<file path="config.mk">
export PLATFORM = sky130hd
export DESIGN_NAME = game_state_engine
export DESIGN_NICKNAME = d
export VERILOG_FILES = /design/src/rtl/game_pkg.sv /design/src/rtl/collision_accumulator.sv /design/src/rtl/game_state_engine.sv
export SDC_FILE = /design/constraint.sdc
export NUM_CORES = 1
export LEC_CHECK = 0
export CELL_PAD_IN_SITES_DETAIL_PLACEMENT = 0
export CELL_PAD_IN_SITES_GLOBAL_PLACEMENT = 1
export CORE_MARGIN = 4
export CORE_UTILIZATION = 30
export DETAILED_ROUTE_END_ITERATION = 7
export PLACE_DENSITY_LB_ADDON = 0.1
export SYNTH_ARGS = -nofsm -noshare
export SYNTH_HDL_FRONTEND = slang
export SYNTH_SLANG_ARGS = --single-unit
</file>
<file path="constraint.sdc">
create_clock -name vga_clk -period 2.5 [get_ports vga_clk]
set_input_delay 0.25 -clock vga_clk [delete_from_list [all_inputs] [get_ports vga_clk]]
set_output_delay 0.25 -clock vga_clk [all_outputs]
set_load 0.02 [all_outputs]
</file>
<file path="src/rtl/game_pkg.sv">
// Shared types and helpers for the frame-based game supervisor.
package game_pkg;

    localparam int unsigned MAX_APPLES = 4;

    typedef enum logic [2:0] {
        ST_IDLE,
        ST_RUN,
        ST_PAUSE,
        ST_DYING,
        ST_OVER,
        ST_WIN
    } state_t;

    typedef enum logic [1:0] {
        OUT_NONE,
        OUT_APPLE,
        OUT_FATAL
    } outcome_t;

    // Number of set bits across the apple-hit vector.
    function automatic logic [2:0] popcount(input logic [MAX_APPLES-1:0] v);
        logic [2:0] c;
        c = 3'd0;
        for (int i = 0; i < int'(MAX_APPLES); i++) begin
            c = c + 3'(v[i]);
        end
        return c;
    endfunction

endpackage

</file>
<file path="src/rtl/collision_accumulator.sv">
// Sticky per-frame overlap flags; cleared on every frame_end.
module collision_accumulator
    import game_pkg::*;
#(
    parameter int unsigned N_APPLES    = 1,
    parameter int unsigned SELF_HIT_EN = 1
) (
    input  logic                clk,
    input  logic                rst_n,
    input  logic                en,
    input  logic                clr,
    input  logic                border,
    input  logic                head,
    input  logic                body,
    input  logic [N_APPLES-1:0] apple,
    output logic                wall,
    output logic                self_hit,
    output logic [N_APPLES-1:0] hit
);

    localparam logic SELF_EN = (SELF_HIT_EN != 0);

    // Accumulate overlaps while enabled; frame boundary wipes everything.
    always_ff @(posedge clk or negedge rst_n) begin
        if (!rst_n) begin
            wall     <= 1'b0;
            self_hit <= 1'b0;
            hit      <= '0;
        end else if (clr) begin
            wall     <= 1'b0;
            self_hit <= 1'b0;
            hit      <= '0;
        end else if (en) begin
            wall     <= wall | (head & border);
            self_hit <= self_hit | (head & body & SELF_EN);
            hit      <= hit | ({N_APPLES{head}} & apple);
        end
    end

endmodule

</file>
<file path="src/rtl/game_state_engine.sv">
// Frame-based game supervisor: resolves one outcome per frame and owns
// lives, score, length and the game-phase state.
module game_state_engine
    import game_pkg::*;
#(
    parameter int unsigned LEN_W        = 8,
    parameter int unsigned INIT_LEN     = 1,
    parameter int unsigned MAX_LEN      = 64,
    parameter int unsigned N_APPLES     = 1,
    parameter int unsigned GROW         = 1,
    parameter int unsigned LIVES        = 3,
    parameter int unsigned LIVES_W      = 2,
    parameter int unsigned SCORE_W      = 16,
    parameter int unsigned DEATH_FRAMES = 60,
    parameter int unsigned SELF_HIT_EN  = 1
) (
    input  logic                vga_clk,
    input  logic                rst_n,
    input  logic                frame_end,
    input  logic                border,
    input  logic                snake_head,
    input  logic                snake_body,
    input  logic [N_APPLES-1:0] apple,
    input  logic                start,
    input  logic                pause,
    output logic                run_en,
    output logic                snake_reset,
    output logic [N_APPLES-1:0] refresh,
    output logic [LEN_W-1:0]    length,
    output logic [SCORE_W-1:0]  score,
    output logic [LIVES_W-1:0]  lives,
    output logic                game_over,
    output logic                win
);

    localparam int unsigned CNT_W = $clog2(DEATH_FRAMES + 1);

    localparam logic [LEN_W-1:0]   LEN_INIT   = LEN_W'(INIT_LEN);
    localparam logic [LEN_W-1:0]   LEN_MAX    = LEN_W'(MAX_LEN);
    localparam logic [LIVES_W-1:0] LIVES_INIT = LIVES_W'(LIVES);
    localparam logic [CNT_W-1:0]   DEATH_CNT  = CNT_W'(DEATH_FRAMES);

    state_t               state_q, state_d;
    logic [CNT_W-1:0]     dcnt_q, dcnt_d, dcnt_inc;
    logic [LEN_W-1:0]     length_d, length_grown;
    logic [SCORE_W-1:0]   score_d, score_sat;
    logic [SCORE_W:0]     score_sum;
    logic [LIVES_W-1:0]   lives_d;
    logic                 snake_reset_d;
    logic [N_APPLES-1:0]  refresh_d;
    logic [31:0]          len_sum;
    logic [2:0]           k;
    logic                 wall, self_hit;
    logic [N_APPLES-1:0]  hit;
    outcome_t             outcome;

    collision_accumulator #(
        .N_APPLES   (N_APPLES),
        .SELF_HIT_EN(SELF_HIT_EN)
    ) u_acc (
        .clk     (vga_clk),
        .rst_n   (rst_n),
        .en      ((state_q == ST_RUN) && !frame_end),
        .clr     (frame_end),
        .border  (border),
        .head    (snake_head),
        .body    (snake_body),
        .apple   (apple),
        .wall    (wall),
        .self_hit(self_hit),
        .hit     (hit)
    );

    // Frame outcome and saturating growth/score arithmetic.
    assign k            = popcount(MAX_APPLES'(hit));
    assign outcome      = (wall | self_hit) ? OUT_FATAL :
                          (k != 3'd0)       ? OUT_APPLE : OUT_NONE;
    assign len_sum      = 32'(length) + 32'(k) * GROW;
    assign length_grown = (len_sum >= MAX_LEN) ? LEN_MAX : LEN_W'(len_sum);
    assign score_sum    = {1'b0, score} + (SCORE_W+1)'(k);
    assign score_sat    = score_sum[SCORE_W] ? '1 : score_sum[SCORE_W-1:0];
    assign dcnt_inc     = dcnt_q + CNT_W'(1);

    // State register.
    always_ff @(posedge vga_clk or negedge rst_n) begin
        if (!rst_n) begin
            state_q <= ST_IDLE;
        end else begin
            state_q <= state_d;
        end
    end

    // Next-state and next-value logic.
    always_comb begin
        state_d       = state_q;
        length_d      = length;
        score_d       = score;
        lives_d       = lives;
        dcnt_d        = dcnt_q;
        snake_reset_d = 1'b0;
        refresh_d     = '0;
        case (state_q)
            ST_IDLE, ST_OVER, ST_WIN: begin
                if (start) begin
                    state_d       = ST_RUN;
                    length_d      = LEN_INIT;
                    score_d       = '0;
                    lives_d       = LIVES_INIT;
                    snake_reset_d = 1'b1;
                end
            end
            ST_RUN: begin
                if (frame_end) begin
                    case (outcome)
                        OUT_FATAL: begin
                            length_d = LEN_INIT;
                            if (lives == LIVES_W'(1)) begin
                                lives_d = '0;
                                state_d = ST_OVER;
                            end else begin
                                lives_d = lives - LIVES_W'(1);
                                dcnt_d  = '0;
                                state_d = ST_DYING;
                            end
                        end
                        OUT_APPLE: begin
                            length_d  = length_grown;
                            score_d   = score_sat;
                            refresh_d = hit;
                            if (length_grown == LEN_MAX) begin
                                state_d = ST_WIN;
                            end
                        end
                        default: ;
                    endcase
                end
                // Pause applies only if the frame outcome left us running.
                if (pause && (state_d == ST_RUN)) begin
                    state_d = ST_PAUSE;
                end
            end
            ST_PAUSE: begin
                if (pause) begin
                    state_d = ST_RUN;
                end
            end
            ST_DYING: begin
                if (frame_end) begin
                    if (dcnt_inc == DEATH_CNT) begin
                        state_d       = ST_RUN;
                        snake_reset_d = 1'b1;
                    end else begin
                        dcnt_d = dcnt_inc;
                    end
                end
            end
            default: state_d = ST_IDLE;
        endcase
    end

    // Registered datapath and output decode.
    always_ff @(posedge vga_clk or negedge rst_n) begin
        if (!rst_n) begin
            dcnt_q      <= '0;
            length      <= LEN_INIT;
            score       <= '0;
            lives       <= LIVES_INIT;
            snake_reset <= 1'b0;
            refresh     <= '0;
            run_en      <= 1'b0;
            game_over   <= 1'b0;
            win         <= 1'b0;
        end else begin
            dcnt_q      <= dcnt_d;
            length      <= length_d;
            score       <= score_d;
            lives       <= lives_d;
            snake_reset <= snake_reset_d;
            refresh     <= refresh_d;
            run_en      <= (state_d == ST_RUN);
            game_over   <= (state_d == ST_OVER);
            win         <= (state_d == ST_WIN);
        end
    end

endmodule

</file>
==> flow_summary.yaml <==
clock_tree:
  cts_buffers: 5
  insertion_delay_ns: 0.31
  htreeDepth: 2
  path_clk_slew_ns: 0.09
  cts_resized: 0
  cts_sinks: 43
  cts_root_buffer: "clkbuf_8"
  ctsHoldBuffers: 0
  cts_buffer_depth: 2
  post-cts-setup-buffer-count: 0
  cts_tree: "built"
worst_setup_path:
  endpoint_kind: "register"
  r2r_slack_ns: 0.21
  r2r_cells: 7
  worstPathArrival_ns: 2.53
  rr_startpoint: "length[0]"
  required_ns: 2.74
  worstSetupPathType: "reg2reg"
  cp_max_fo: 5
  r2r_end: "run_en"
  startpoint_type: "register"
floorplanning:
  rows: 32
  core-area_sq_um: 7888
  die_h_microns: 99.13
  initial_utilization_pct: 31.58
  die_x_microns: 99.13
  ios: 40
  dieArea_sq_um: 9826
sta:
  rsz0062_at_grt: "no"
  fin_setup_tns_ns: 0
  hold_violations: 0
  maxClockFrequency_ghz: 0.4364
  tightest_slew_ns: 0.8866
  min_period_ns: 2.292
  whs_ns: 0.02696
  maxSlewViolCount: 0
  max_slew_margin_pct: 40.39
  setup_viol: 0
  fin_skew_ns: 0.01090
  finalCritPeriodShare_pct: 91.66
synthesis:
  synth.distinct_cells: 59
  netlist_area_sq_um: 2491
  syn_nets: 278
  syn_area_per_cell_sq_um: 9.472
  ys_ff_latch: 43
  synth_ff_type: "dfrtp_1"
  synthArstFlopShare_pct: 100.0
  synth_cells: 263
  yosysSeqAreaShare_pct: 43.35
  yosys_warnings: 0
  synth-edff-count: 0
route:
  wl_per_cell_microns: 16.02
  met1_length_mm: 3.182
  viasPerCell: 5.305
  ant_nets: 0
  highest_layer: "met4"
  dr_wl_met3_microns: 274
  dr.first_iter.drc_count: 86
  wl_met2_mm: 3.152
  drt_first_pass_iters: 4
  drcViolationCount: 0
  num_vias: 2207
  routed_wl_mm: 6.665
global_routing:
  antenna_found_initial: 0
  grt_max_degree: 44
  grt_usage_pct: 14.02
  grt_pass1_wl_mm: 11.10
  grt_pass1_vias: 2163
  gr-total-overflow: 0
placement:
  place_hpwl_mm: 4.809
  dpl.cell_count: 408
  dpl_cell_area_sq_um: 3019
  port-buffer-count: 39
  place_congestion: 0.7467
final_layout:
  syn_to_final_growth_pct: 24.86
  layout.nets: 328
  drive_above_1_share_pct: 12.42
  final_cell_area_sq_um: 3110
  insertedDiodeCount: 0
  final_cells: 416
  nFillCells: 783
power:
  p_per_area_nw_per_um2: 675.1
  vdd_drop_max_mv: 0.2584
  leakagePower_nw: 1.328
job:
  maxCapViolations: 0
status:
  status: "completed"
min_path:
  hp-class: "in2async"
[through the flow]
stage	util, %	power (mW)	setup slack [ns]
finish	39.44	2.100	0.2085
global route	39.44	2.262	0.03436
CTS	39.44	2.131	0.1735
detailed placement	38.28	1.646	0.1971
global placement	38.28	1.642	0.2790
floorplan	-	1.368	0.3411
[synthesized netlist by cell type (3+ instances only)]
cell      number  area, sq um
a21o_1         5        37.54
a21oi_1       18        90.09
a22o_1        10        87.58
and3_1         6        37.54
dfrtp_1       40         1001
dfstp_2        3        78.83
ha_1           6        75.07
inv_1         13        48.80
nand2_1       27        101.4
nand2b_1       3        18.77
nand3_1       11        55.05
nand4_1        5        31.28
nor2_1        22        82.58
nor2b_1        5        31.28
nor3_1         7        35.03
o21ai_0       23        115.1
o21ai_1        4        20.02
o31ai_1        6        45.04
[critical path: stages, from the launching register on]
cell,delay [ns]
dfstp_2,0.55
ha_1,0.23
ha_1,0.23
nand3_2,0.13
a2111oi_4,0.40
nor2_2,0.14
a41oi_1,0.34
and3_1,0.21
[how the worst max path moves through the flow]
stage / slack [ns] / from / endpoint / depth (start not counted)
after CTS: 0.17 / length[0] / run_en / 7
final: 0.21 / length[0] / run_en / 7
after global routing: 0.03 / length[0] / run_en / 7
after floorplan: 0.34 / length[0] / run_en / 7
after detailed placement: 0.20 / length[0] / run_en / 7
after global placement: 0.28 / length[0] / run_en / 7
[placed cells by master, fill, tap and decap left out, types with 2 or more instances in the layout]
master / n
nor2b_1: 5
a21o_1: 5
dfstp_2: 3
nand2b_1: 3
nor3_1: 7
nand3_1: 11
xnor2_1: 2
inv_1: 13
clkdlybuf4s50_1: 38
a22o_1: 10
ha_1: 6
o21ai_1: 4
nor2_1: 22
a32oi_1: 2
a21oi_1: 18
nand4_1: 5
nand2_1: 27
a31oi_1: 2
o31ai_1: 6
o32a_1: 2
o21ai_0: 23
and3_1: 6
buf_4: 13
o22a_1: 2
clkbuf_8: 6
dfrtp_1: 40
[flip-flops by register name, indices dropped and copies added (netlist names)]
signal,cells
snake_reset,1
lives,2
win,1
length,8
refresh,1
dcnt_q,6
u_acc.hit,1
state_q,3
u_acc.self_hit,1
u_acc.wall,1
score,16
run_en,1
game_over,1
[logic make-up (layout without fill, tap and decap cells)]
family	Yosys count	count (layout)	share of synthesized area, %
AND/OR/NAND/NOR	100	100	21.65
AO/OA/AOI/OAI	88	88	25.26
adder cells (fa/ha/maj)	6	6	3.013
XOR/XNOR	2	2	0.7033
multiplexers	1	1	0.4018
flip-flops	43	43	43.35
buffers and inverters	23	74	5.625
[report_power, final]
part	internal [mW]	total [mW]	switching, mW
combinational	0.300	0.745	0.445
sequential	0.793	0.878	0.0849
clock	0.223	0.477	0.253
[area by class of cell]
cell class,count,area [sq um],area share [%]
clock inverters,1,5.005,0.1609
inverters,14,57.56,1.850
clock buffers,7,86.33,2.776
multi-input cells,197,1271,40.87
repair buffers,52,483.0,15.53
flip-flops and latches,43,1080,34.71
well taps,102,127.6,4.103
[metal layers]
metal / track usage, % / vias up
met3: 3.576 / 4
met2: 21.80 / 44
li1: - / 1075
met1: 19.20 / 1084
met5: 0 / -
met4: 4.202 / 0
No activity file was read; power rests on OpenSTA's default activity.
